File: config.mk
export PLATFORM = sky130hd
export DESIGN_NAME = instruction_fetch
export DESIGN_NICKNAME = d
export VERILOG_FILES = /design/src/rtl/instruction_fetch.sv
export SDC_FILE = /design/constraint.sdc
export NUM_CORES = 2
export LEC_CHECK = 0
export CORE_AREA = 2 2 396 398
export CTS_BUF_LIST = sky130_fd_sc_hd__clkbuf_8
export DETAILED_ROUTE_END_ITERATION = 8
export DIE_AREA = 0 0 398 400
export PLACE_DENSITY_LB_ADDON = 0.1
export SETUP_SLACK_MARGIN = 0.3
export SKIP_LAST_GASP = 1
export SYNTH_ARGS = -nofsm -noshare
export SYNTH_HDL_FRONTEND = slang
export SYNTH_SLANG_ARGS = --single-unit
File: constraint.sdc
create_clock -name clk -period 6 [get_ports clk]
set_input_delay 1.8 -clock clk [delete_from_list [all_inputs] [get_ports clk]]
set_output_delay 1.8 -clock clk [all_outputs]
set_load 0.02 [all_outputs]
File: src/rtl/instruction_fetch.sv
// IF stage: program counter, loader-writable instruction memory and the
// IF/ID register feeding decode. Stops itself when a HALT word is latched.
module instruction_fetch #(
  parameter int NB_DATA   = 32,
  parameter int MEM_DEPTH = 64
) (
  input  logic               clk,
  input  logic               i_rst,
  input  logic               i_enable,
  input  logic               i_stall,
  input  logic               i_flush,
  input  logic               i_pc_src,
  input  logic [NB_DATA-1:0] i_pc_target,
  input  logic               i_wr_en,
  input  logic [NB_DATA-1:0] i_wr_addr,
  input  logic [NB_DATA-1:0] i_wr_data,
  output logic [NB_DATA-1:0] o_pc,
  output logic [NB_DATA-1:0] o_instruction,
  output logic [NB_DATA-1:0] o_pcounter4,
  output logic               o_halt
);

  localparam int AW = $clog2(MEM_DEPTH);
  localparam logic [NB_DATA-1:0] NOP  = '0;
  localparam logic [NB_DATA-1:0] HALT = '1;

  logic [NB_DATA-1:0] mem [MEM_DEPTH];
  logic [NB_DATA-1:0] pc, pc_plus4, fetch_word, instr, pc4;
  logic               halted, advance, is_halt, pc_in_range, wr_in_range;

  // Anything above the memory window reads as NOP and is never written.
  assign pc_in_range = (pc[NB_DATA-1:AW+2] == '0);
  assign wr_in_range = (i_wr_addr[NB_DATA-1:AW+2] == '0);
  assign fetch_word  = pc_in_range ? mem[pc[AW+1:2]] : NOP;
  assign is_halt     = (fetch_word == HALT);
  assign pc_plus4    = pc + NB_DATA'(4);
  assign advance     = i_enable & ~halted;

  // Loader port: runs regardless of enable, stall, halt or reset.
  always_ff @(posedge clk) begin
    if (i_wr_en && wr_in_range)
      mem[i_wr_addr[AW+1:2]] <= i_wr_data;
  end

  // Program counter: redirect beats stall; a HALT word parks the PC
  // unless it is being flushed away.
  always_ff @(posedge clk or posedge i_rst) begin
    if (i_rst)
      pc <= '0;
    else if (advance) begin
      if (i_pc_src)
        pc <= {i_pc_target[NB_DATA-1:2], 2'b00};
      else if (i_stall)
        pc <= pc;
      else if (is_halt && !i_flush)
        pc <= pc;
      else
        pc <= pc_plus4;
    end
  end

  // IF/ID register: flush inserts a bubble even while stalled.
  always_ff @(posedge clk or posedge i_rst) begin
    if (i_rst) begin
      instr <= NOP;
      pc4   <= '0;
    end else if (advance) begin
      if (i_flush) begin
        instr <= NOP;
        pc4   <= pc_plus4;
      end else if (!i_stall) begin
        instr <= fetch_word;
        pc4   <= pc_plus4;
      end
    end
  end

  // Sticky halt: set when a HALT word actually lands in IF/ID.
  always_ff @(posedge clk or posedge i_rst) begin
    if (i_rst)
      halted <= 1'b0;
    else if (advance && !i_stall && !i_flush && is_halt)
      halted <= 1'b1;
  end

  assign o_pc          = pc;
  assign o_instruction = instr;
  assign o_pcounter4   = pc4;
  assign o_halt        = halted;

endmodule

==> results.py <==
metrics = {
    "status": {
        "status": "finished clean",
    },
    "clocking": {
        "cts-hold-fix-buffers": 0,
        "cts.sinks": 2141,
        "htreeDepth": 5,
        "clk_path_buf_depth": 4,
        "worstSkewPairLatency_ns": 1.02,
        "post_cts_buffers": 0,
        "cts_tree": "yes",
        "clkTransAtPathRegs_ns": 0.06,
        "cts_buffers": 355,
        "cts_resized": 0,
        "cts-root-buf": "clkbuf_8",
    },
    "sta": {
        "skew_ns": 0.0723,
        "relSlewSlack": 0.0341,
        "hold_viol_final": 0,
        "rsz0062_at_grt": "no",
        "slew_viol_final": 0,
        "fin_crit_sh": 0.878,
        "finalSetupTns_ns": 0,
        "worst_pin_slew_ns": 1.41,
        "fmax_mhz": 190,
        "finalCriticalPeriod_ns": 5.27,
        "setup_viol": 0,
    },
    "die": {
        "start_util": 0.546,
        "rows": 145,
        "die_w_um": 398,
        "dieArea_um2": 159000,
        "num_io_pins": 200,
        "core-area_um2": 155000,
        "die_y_um": 400,
    },
    "place": {
        "place_area_um2": 90100,
        "place_congestion": 0.866,
        "io_buffer_count": 191,
        "dp_hpwl_mm": 145,
    },
    "power_and_ir_drop": {
        "p_per_area_nw_per_um2": 338,
        "p_leak_nw": 32.8,
        "ir_worst_vdd_mv": 0.198,
    },
    "setup_path": {
        "end_kind": "register",
        "slowest_stage": "a2111oi_0",
        "crit_family": "compound AO/OA/AOI/OAI gates",
        "required_ns": 6.85,
        "start_kind": "register",
        "path_buf_inv": 2,
        "crit_top_cell": "buf_4",
        "cp_max_fo": 24,
        "crit_type": "register to register",
        "cp_cell_sequence": "buf_4 > mux4_2 > a22oi_1 > a21boi_0 > buf_4 > a2111oi_0 > a211oi_2 > nand4_1 > nor4b_2 > and3_4 > nor3_4 > a221oi_1",
        "arrival_ns": 6.12,
        "slowest_delay_ns": 1.17,
    },
    "yosys": {
        "synth_edf_count": 2048,
        "ys.warnings.count": 0,
        "async_flop_share": 0.0434,
        "yosysSeqAreaShare": 0.754,
        "syn_inst": 4175,
        "ys.flop_type": "edfxtp_1",
        "ys_seq_elements": 2141,
        "syn_area_um2": 84600,
        "ys_types": 84,
        "syn_avg_cell_area_um2": 20.3,
    },
    "layout": {
        "area_growth_pct": 13.8,
        "layout_common_cells": "2048 x edfxtp_1, 371 x clkbuf_8, 341 x mux2i_1",
        "mostFrequentLayoutCell": "edfxtp_1",
        "drive_above_1_share": 0.223,
        "stdcell_area_um2": 96300,
        "nets": 4825,
    },
    "drt": {
        "via_per_inst": 6.46,
        "wl_met1_mm": 96.8,
        "met3_length_mm": 27.4,
        "dr_total_vias": 45500,
        "drc_errors": 0,
        "wl_per_cell_um": 34.4,
        "first_pass_iters": 5,
        "wl_met2_mm": 111,
        "highest_layer": "met5",
        "ant_nets": 0,
        "drtIter0Drc": 6027,
        "wl_mm": 242,
    },
    "global_routing": {
        "antenna_found_initial": 20,
        "grt_first_pass_wirelength_mm": 337,
        "grt.total_usage": 0.306,
        "grt_overflow": 0,
        "grt_pass1_vias": 44100,
        "grt_start_max_net_pins": 68,
    },
    "run": {
        "cap_viol_max_count": 0,
    },
    "worst_hold_path": {
        "hp-class": "register to register",
    },
}
[state kept, by name (all words and copies together), names as in the netlist]
signal / count
o_instruction: 32
o_pc: 30
mem: 2048
o_pcounter4: 30
o_halt: 1
[per-stage QoR]
step / cells / power (mW) / hold slack [ns] / setup slack (ns) / utilization
after floorplan: 4178 / 19.4 / 0.583 / 1.37 / -
after global placement: 6422 / 21.4 / 0.455 / 0.596 / 0.581
after detailed placement: 6422 / 21.4 / 0.457 / 0.613 / 0.581
after CTS: 7033 / 32.7 / 0.471 / 0.887 / 0.621
after global routing: 7034 / 33.5 / 0.490 / 0.666 / 0.621
final: 7036 / 32.6 / 0.470 / 0.734 / 0.621
[kinds of logic (layout without fill, tap and decap cells)]
family	count (synthesis)	count (layout)	share of synthesized area
buffers and inverters	270	1067	0.0241
xor gates and xnor gates	28	28	0.00290
adders and majority gates	1	1	0.000148
DFF	2141	2141	0.754
other	1	7	0.0000443
AOI/OAI and AO/OA	479	479	0.0391
and+or+nand+nor	498	498	0.0285
muxes	757	757	0.151
[worst min-delay path: stages (launching register included)]
cell	delay, ns
dfrtp_1	0.34
nand2_1	0.05
nand2_1	0.05
[power by group]
| part | internal [mW] | leakage [nW] | total, mW | switching [mW] |
|---|---|---|---|---|
| registers | 16.4 | 19.6 | 16.6 | 0.187 |
| clock network | 5.85 | 3.67 | 11.5 | 5.61 |
| logic | 1.67 | 9.54 | 4.50 | 2.83 |
[synth_stat cells (36+ instances only)]
| master | count | area (µm²) |
|---|---|---|
| mux2_2 | 36 | 405 |
| clkbuf_1 | 84 | 315 |
| nand2_1 | 164 | 616 |
| a22oi_1 | 124 | 931 |
| mux2i_1 | 341 | 3410 |
| buf_2 | 48 | 240 |
| mux4_2 | 271 | 6100 |
| edfxtp_1 | 2048 | 61500 |
| a21oi_1 | 74 | 370 |
| mux4_1 | 109 | 2860 |
| nand3_1 | 62 | 310 |
| o21ai_0 | 85 | 425 |
| nor2_1 | 120 | 450 |
| dfrtp_1 | 93 | 2330 |
[path summary, 6_finish.rpt]
path / start / endpoint / slack, ns / cells after the start
setup / recovery: o_pc[2] / o_pc[7] / 0.73 / 12
hold / removal: o_instruction[25] / o_instruction[25] / 0.47 / 2
setup reg to reg: o_pc[2] / o_pc[7] / 0.73 / 12
hold reg to reg: o_instruction[25] / o_instruction[25] / 0.47 / 2
max in group asynchronous: i_rst / o_pcounter4[17] / 3.73 / 3
min in group asynchronous: i_rst / o_pcounter4[30] / 1.33 / 2
[area by class of cell]
cell class                      instances  area (µm²)
Multi-Input combinational cell       1767       19300
Sequential cell                      2141       63800
Inverter                               19        76.3
Fill cell                           11100       58800
Antenna cell                            3        7.51
Tap cell                             2058        2570
Clock buffer                          371        5110
Timing Repair Buffer                  437        4310
Clock inverter                        240        1070
[per-layer routing]
| layer | up-vias | track usage |
|---|---|---|
| li1 | 18500 | - |
| met2 | 2706 | 0.461 |
| met3 | 403 | 0.0809 |
| met4 | 12 | 0.0933 |
| met5 | - | 0 |
| met1 | 23800 | 0.441 |
No activity file was read; power rests on OpenSTA's default activity.
